`config.mk`:
```
export PLATFORM = sky130hd
export DESIGN_NAME = regfile_scoreboard
export DESIGN_NICKNAME = d
export VERILOG_FILES = /design/src/rtl/regfile_scoreboard.sv
export SDC_FILE = /design/constraint.sdc
export NUM_CORES = 2
export LEC_CHECK = 0
export BUFFER_PORTS_ARGS = -buffer_cell sky130_fd_sc_hd__buf_4
export CAP_MARGIN = 20
export CORE_UTILIZATION = 45
export CTS_CLUSTER_DIAMETER = 40
export CTS_CLUSTER_SIZE = 24
export DETAILED_ROUTE_END_ITERATION = 16
export GPL_TIMING_DRIVEN = 0
export MAX_ROUTING_LAYER = met4
export PLACE_DENSITY = 0.65
export SYNTH_ARGS = -nofsm -noshare
export SYNTH_HDL_FRONTEND = slang
export SYNTH_SLANG_ARGS = --single-unit
```
`constraint.sdc`:
```
create_clock -name clk -period 81 [get_ports clk]
set_input_delay 0 -clock clk [delete_from_list [all_inputs] [get_ports clk]]
set_output_delay 0 -clock clk [all_outputs]
set_load 0.02 [all_outputs]
```
`src/rtl/regfile_scoreboard.sv`:
```
// Integer register file with a per-register dirty/tag scoreboard.
// N read ports, M write-back ports, one allocate (rename) port, global flush
// and a registered dirty-register counter. Register 0 is hardwired to zero.
// Optional same-cycle write-to-read bypass is enabled by defining RF_BYPASS_EN.
module regfile_scoreboard #(
    parameter int unsigned XLEN      = 32,
    parameter int unsigned NUM_REGS  = 32,
    parameter int unsigned AW        = $clog2(NUM_REGS),
    parameter int unsigned TAG_WIDTH = 2,
    parameter int unsigned NUM_RD    = 2,
    parameter int unsigned NUM_WR    = 2
) (
    input  logic                        clk,
    input  logic                        reset,
    input  logic                        alloc_en,
    input  logic [AW-1:0]               alloc_addr,
    output logic [TAG_WIDTH-1:0]        alloc_tag,
    input  logic                        flush,
    input  logic [NUM_RD-1:0]           rd_en,
    input  logic [NUM_RD*AW-1:0]        rd_addr,
    output logic [NUM_RD*XLEN-1:0]      rd_data,
    output logic [NUM_RD-1:0]           rd_dirty,
    output logic [NUM_RD*TAG_WIDTH-1:0] rd_tag,
    input  logic [NUM_WR-1:0]           wr_en,
    input  logic [NUM_WR*AW-1:0]        wr_addr,
    input  logic [NUM_WR*TAG_WIDTH-1:0] wr_tag,
    input  logic [NUM_WR*XLEN-1:0]      wr_data,
    output logic [AW:0]                 dirty_cnt,
    output logic                        sb_idle
);

    logic [XLEN-1:0]      data_q [NUM_REGS];
    logic [XLEN-1:0]      data_d [NUM_REGS];
    logic [TAG_WIDTH-1:0] tag_q  [NUM_REGS];
    logic [TAG_WIDTH-1:0] tag_d  [NUM_REGS];
    logic [NUM_REGS-1:0]  dirty_q, dirty_d;
    logic [NUM_REGS-1:0]  wr_clean;
    logic [AW:0]          cnt_q, cnt_d;
    logic [AW-1:0]        wa;

    // Next-state: data writes (highest port wins), tag bump, dirty priority, popcount.
    always_comb begin
        data_d   = data_q;
        tag_d    = tag_q;
        dirty_d  = dirty_q;
        wr_clean = '0;
        wa       = '0;
        for (int j = 0; j < int'(NUM_WR); j++) begin
            wa = wr_addr[j*AW +: AW];
            if (wr_en[j] && wa != '0) begin
                data_d[wa] = wr_data[j*XLEN +: XLEN];
                // A write only retires the pending result it was tagged for.
                if (wr_tag[j*TAG_WIDTH +: TAG_WIDTH] == tag_q[wa]) begin
                    wr_clean[wa] = 1'b1;
                end
            end
        end
        for (int n = 0; n < int'(NUM_REGS); n++) begin
            if (wr_clean[n]) begin
                dirty_d[n] = 1'b0;
            end
        end
        // Allocation overrides a same-cycle write-back: that write is stale.
        if (alloc_en && alloc_addr != '0) begin
            dirty_d[alloc_addr] = 1'b1;
            tag_d[alloc_addr]   = tag_q[alloc_addr] + 1'b1;
        end
        if (flush) begin
            dirty_d = '0;
        end
        dirty_d[0] = 1'b0;
        cnt_d      = '0;
        for (int n = 0; n < int'(NUM_REGS); n++) begin
            cnt_d = cnt_d + {{AW{1'b0}}, dirty_d[n]};
        end
    end

    // State registers with asynchronous active-high reset.
    always_ff @(posedge clk or posedge reset) begin
        if (reset) begin
            for (int n = 0; n < int'(NUM_REGS); n++) begin
                data_q[n] <= '0;
                tag_q[n]  <= '0;
            end
            dirty_q <= '0;
            cnt_q   <= '0;
        end else begin
            data_q  <= data_d;
            tag_q   <= tag_d;
            dirty_q <= dirty_d;
            cnt_q   <= cnt_d;
        end
    end

    assign dirty_cnt = cnt_q;
    assign sb_idle   = (cnt_q == '0);
    assign alloc_tag = (alloc_addr == '0) ? '0 : tag_q[alloc_addr] + 1'b1;

    logic [AW-1:0]   ra;
    logic [XLEN-1:0] rdat;
    logic            rdirty;

    // Read ports: data/dirty gated by rd_en, tag always visible.
    always_comb begin
        rd_data  = '0;
        rd_dirty = '0;
        rd_tag   = '0;
        ra       = '0;
        rdat     = '0;
        rdirty   = 1'b0;
        for (int k = 0; k < int'(NUM_RD); k++) begin
            ra     = rd_addr[k*AW +: AW];
            rdat   = data_q[ra];
            rdirty = dirty_q[ra];
`ifdef RF_BYPASS_EN
            for (int j = 0; j < int'(NUM_WR); j++) begin
                if (wr_en[j] && wr_addr[j*AW +: AW] != '0 && wr_addr[j*AW +: AW] == ra) begin
                    rdat   = wr_data[j*XLEN +: XLEN];
                    rdirty = dirty_q[ra];
                    if (wr_tag[j*TAG_WIDTH +: TAG_WIDTH] == tag_q[ra] &&
                        !(alloc_en && alloc_addr == ra)) begin
                        rdirty = 1'b0;
                    end
                end
            end
`endif
            rd_data[k*XLEN +: XLEN]           = rd_en[k] ? rdat : '0;
            rd_dirty[k]                       = rd_en[k] & rdirty;
            rd_tag[k*TAG_WIDTH +: TAG_WIDTH]  = tag_q[ra];
        end
    end

endmodule

```
Word-level counts from Yosys, hierarchy flattened
Cells that the tools add are included.
- bits in registers: 1125
- word-level logic and storage cells: 220
- $add $sub $neg: 31
- equal/unequal tests: 2
- reduce and logical (&&, ||, !) cells: 14
- bitwise logic cells: 9
- $lt $le $gt $ge: 16
- mux-type cells: 82
- operators with widths (operator ; count):
    $bwmux 1024 ; 2
    $mux 1024 ; 2
    $mux 32 ; 14
    $bmux 32 s5 ; 2
    $demux 32 s5 ; 2
    $add 6x1->6 ; 25
    $bwmux 64 ; 1
    $or 32x32->32 ; 2
    $bmux 2 s5 ; 5
    $mux 1 ; 36
    $ge 6x6->1 const B ; 5
    $lt 5x6->1 const B ; 5
    $not 5->6 ; 5
    $mux 2 ; 12
    $lt 6x1->1 const B ; 3
    $demux 1 s5 ; 3
    $ge 5x1->1 const B ; 3
    $reduce_bool 5->1 ; 3
    $bmux 1 s5 ; 2
    $demux 2 s5 ; 1
    $logic_and 1x1->1 ; 9
    $add 5x1->6 ; 1
    $logic_not 6->1 ; 1
    $add 4x1->5 ; 1
    7 further kinds ; 9

Logic depth before layout (Yosys ltp)
- depth in word-level cells: 44
- depth in mapped cells: 27
- mapped depth without buffers: 24

Least setup slack after synthesis
OpenSTA, ideal clock, no wires.
- path kind: reg-to-reg
- from: register tag_q[17] (netlist name)
- to: register cnt_q[4] (netlist: dirty_cnt[4])
- setup slack: 74.078 ns
- period minus slack after synthesis: 6.922 ns
- arrival time: 6.842 ns
- path buffers: 1
- cell stages (with the launch flop): 23
- data required time: 80.920 ns
- path through: dfrtp_1 > mux4_2 > nand2b_1 > a32o_1 > or4b_1 > xor2_1 > nor2_4 > buf_6 > a221o_1 > fa_1 > inv_1 > fa_1 > inv_1 > fa_1 > fa_1 > fa_1 > fa_1 > inv_1 > fa_1 > fa_1 > a21o_1 > a21oi_1 > xnor2_1
- word-level cells in the longest chain between the ends: 43
- elaborated cells on any way between the ends: 77
- those cells by class: add/sub: 30; eq/ne: 2; mux: 43; bitwise: 2
- ends and longest elaborated chain (item ; RTL line ; text):
    start, declared ; 34 ; logic [TAG_WIDTH-1:0] tag_q [NUM_REGS];
    start signal, assigned ; 89 ; tag_q <= tag_d;
    $bmux 2 s5 ; 53 ; if (wr_tag[j*TAG_WIDTH +: TAG_WIDTH] == tag_q[wa]) begin
    $mux 2 (implied by the code) (2 in series) ; 53 ;
    $eq 2x2->1 ; 53 ;
    $mux 32 ; 53 ;
    $mux 32 ; 50 ; if (wr_en[j] && wa != '0) begin
    $or 32x32->32 (no line) ; -- ;
    $mux 32 ; 53 ;
    $mux 32 * ; 50 ;
    (+4 left out) ; -- ;
    $add 1x1->2 ; 74 ; cnt_d = cnt_d + {{AW{1'b0}}, dirty_d[n]};
    $add 2x1->3 ; 74 ;
    $add 3x1->4 ; 74 ;
    $add 4x1->5 ; 74 ;
    $add 5x1->6 ; 74 ;
    $add 6x1->6 (24 in series) ; 74 ;
    $add 6x1->6 * ; 74 ;
    net cnt_d[4] ; 38 ; logic [AW:0] cnt_q, cnt_d;
    end signal, assigned ; 91 ; cnt_q <= cnt_d;
    end, declared ; 38 ;
The timed path passes the listed nets; every way through them passes the cells marked *. The select of a mux whose other input is x is not followed.
A chain may end at the register's enable or synchronous reset.

Worst setup path after layout
- from: register tag_q[29] (netlist name)
- to: register cnt_q[4] (netlist: dirty_cnt[4])
- elaborated cells on any way between the ends: 77
- those cells by class: add/sub: 30; eq/ne: 2; mux: 43; bitwise: 2
- RTL lines (item ; RTL line ; text):
    $bmux 2 s5 ; 53 ;
    $mux 2 (implied by the code) (2 in series) ; 53 ;
    $eq 2x2->1 ; 53 ;
    $mux 32 ; 53 ;
    $mux 32 ; 50 ;
    $or 32x32->32 (no line) ; -- ;
    $mux 32 ; 53 ;
    $mux 32 * ; 50 ;
    $mux 1 * ; 59 ; if (wr_clean[n]) begin
    $or 32x32->32 (no line) ; -- ;
    $mux 32 * ; 64 ; if (alloc_en && alloc_addr != '0) begin
    $mux 32 * ; 68 ; if (flush) begin
    net dirty_d[10] ; 36 ; logic [NUM_REGS-1:0] dirty_q, dirty_d;
    $add 6x1->6 * (22 in series) ; 74 ;
    net cnt_d[4] ; 38 ;
Marked as above.

==> flow_summary.toml <==
[setup_path]
ff2ff_path_depth = 21
worstPathRequired_ps = 81750
arrival_ps = 8740
critPathLaunchType = "flip-flop"
crit_fanout = 10
crit_type = "reg -> reg"
cp-end-kind = "flip-flop"

[routing]
drc = 0
ant_nets = 0
via_per_inst = 7.01
wl_per_cell_um = 37.9
vias = 64300
drt_iter0_markers = 10600
drt_pass1_iterations = 8
drt_wl_total_mm = 348

[logic_synthesis]
synth_flop_cell = "dfrtp_1"
avgSynthCellArea_um2 = 11.3
post-synth-top-count-cell = "dfrtp_1"
async_flop_share = 1.00
synthXorXnorAreaFrac = 0.000983
syn_inst = 6324
synth.area.top_cells = "dfrtp_1 (39%), mux4_2 (23%), mux2i_1 (14%), a21oi_1 (5.0%), nor2_1 (4.0%)"
yosys.area_share.adder = 0.00769
yosys_warnings = 0
synth_top_area_frac = 0.395
synth_compound_area_frac = 0.0998
synthSimpleGateAreaFrac = 0.0764
synth_top_area_cell = "dfrtp_1"
synth_cell_type_count = 57
syn_area_um2 = 71300
synth_mux_area_frac = 0.375
ys_ff_latch = 1125
synthTopCellsByCount = "dfrtp_1 (1,125), mux2i_1 (965), nor2_1 (767)"
syn_nets = 6455
yosysSeqAreaShare = 0.395
synth_top_family_by_area = "multiplexers"
synth_edf_count = 0

[cells_and_area]
areaGrowthSynthToFinish_pct = 19.7
fin_nets = 7053
n_fill_cell = 13600
fin_cells = 9181
regArea_um2 = 28200
multi_input_area_um2 = 39900
layout-drive-gt1-share = 0.221

[clock_tree]
htreeDepth = 4
post_cts_resized = 0
cts_root_buffer = "clkbuf_16"
clkLatencyLatePin_ps = 840
clk_pin_slew_ps = 50
clock_path_buffers = 3
clock-sinks = 1125
cts_buffers = 197
cts_tree = "built"

[sta]
rsz0062_at_grt = "false"
setup_viol = 0
fin_setup_tns_ps = 0
finalCritPeriodShare = 0.0986
slew_violations = 0
max_slew_margin = 0.0592
tightest_slew_ps = 1410
setup_ws_ps = 73010
holdWs_ps = 37.9
fmax_mhz = 125
finClkSkew_ps = 36.4
min_period_ps = 7990
finalHoldViolations = 0

[run_status]
status = "finished, final reports clean"

[placed_design]
place_hpwl_mm = 256
port_buffers = 163
dpl_worst_slack_ps = 73140
place.gp.congestion = 1.06
dp_cells = 8643

[die]
fp.dieW_um = 400
initial_utilization = 0.455
io_pins = 180
die_h_um = 400
num_rows = 145
die_area_um2 = 160000
fp.coreArea_um2 = 157000

[global_routing]
grt_usage = 0.446
grt-ovfl-total = 0
antenna_found_initial = 32
grt_pass1_wl_mm = 480
grt_pass1_vias = 63000
grt_max_degree = 121

[hold_path]
hp-class = "in -> reg"
min_delay_path_depth = 4

[power_and_ir_drop]
p_total_w = 0.00233
ir_drop_mv = 0.0199
leakagePower_nw = 35.8
power.density_nw_per_um2 = 27.3

[run]
drv_cap = 0
metal layers:
metal | vias up | GRT usage | part of all wire
met5 | - | - | 0
met4 | 0 | 0.305 | 0.086
met3 | 1653 | 0.181 | 0.15
met2 | 5619 | 0.625 | 0.43
met1 | 32300 | 0.522 | 0.34
li1 | 24800 | - | -
report_power, final:
group,internal [W],switching [W],leakage (nW)
Sequential,0.000707,0.000134,13.8
Clock,0.000559,0.000330,3.38
Combinational,0.000310,0.000295,18.7
flip-flops by register name, summed over array words and instances (netlist names):
signal and count:
data_q 1024, tag_q 64, dirty_q 31, dirty_cnt 6
logic make-up (layout without fill, tap and decap cells):
family,after synthesis,in the layout
flops,1125,1125
simple gates,1342,1342
compound gates,1248,1248
xor+xnor,8,8
buf+inv,822,1586
fa+ha+maj,30,30
mux,1749,1749
other cells,0,35
critical path, cell delays in order, from the launching register on:
cell and delay, ps:
dfrtp_1 480, mux2i_1 230, o41ai_1 590, a311oi_1 110
o22ai_1 360, xor2_1 360, clkbuf_1 510, o31ai_1 140
a221oi_1 640, fa_1 610, inv_1 110, fa_1 440
fa_1 460, fa_1 510, fa_1 430, fa_1 490
inv_1 50, fa_1 410, fa_1 470, a21o_1 190
a21oi_1 170, xnor2_1 140
layout by cell type (no fill, tap or decap), types with 99 or more instances in the layout:
master,instances
nor2_1,764
clkbuf_16,203
dlygate4sd3_1,112
mux4_2,732
dfrtp_1,1125
o21ai_0,295
buf_2,99
a32oi_1,128
mux2i_1,965
clkbuf_1,589
a21oi_1,716
buf_4,173
nand2_1,415
timing repair:
action	in CTS	in global routing
hold buffers	112	0
endpoints found under the hold margin	1426	0
buffers inserted	0	0
through the flow:
| step | cell area [um2] | utilization |
|---|---|---|
| 2_1_floorplan | 71300 | - |
| 3_3_place_gp | 75100 | 0.479 |
| 3_5_place_dp | 76800 | 0.490 |
| 4_1_cts | 84900 | 0.541 |
| 5_1_grt | 85300 | 0.544 |
| 6_report | 85400 | 0.545 |
final timing paths:
path / to / startpoint / slack [ps]
worst max-delay path: dirty_cnt[4] / tag_q[29] / 73010
worst min-delay path: data_q[8] / wr_data[40] / 40
worst max register to register: dirty_cnt[4] / tag_q[29] / 73010
worst min register to register: data_q[1007] / data_q[1007] / 480
max in group asynchronous: data_q[1019] / reset / 78390
min in group asynchronous: data_q[39] / reset / 330
final cells by class:
class,count,area share
antenna,35,0.00103
inverter,31,0.00145
tap,2058,0.0302
multi-input combinational,4377,0.468
clock inverter,125,0.0177
sequential,1125,0.330
timing repair buffer,399,0.0511
buffer,791,0.0369
clock buffer,240,0.0639
(Power assumes the default switching activity.)
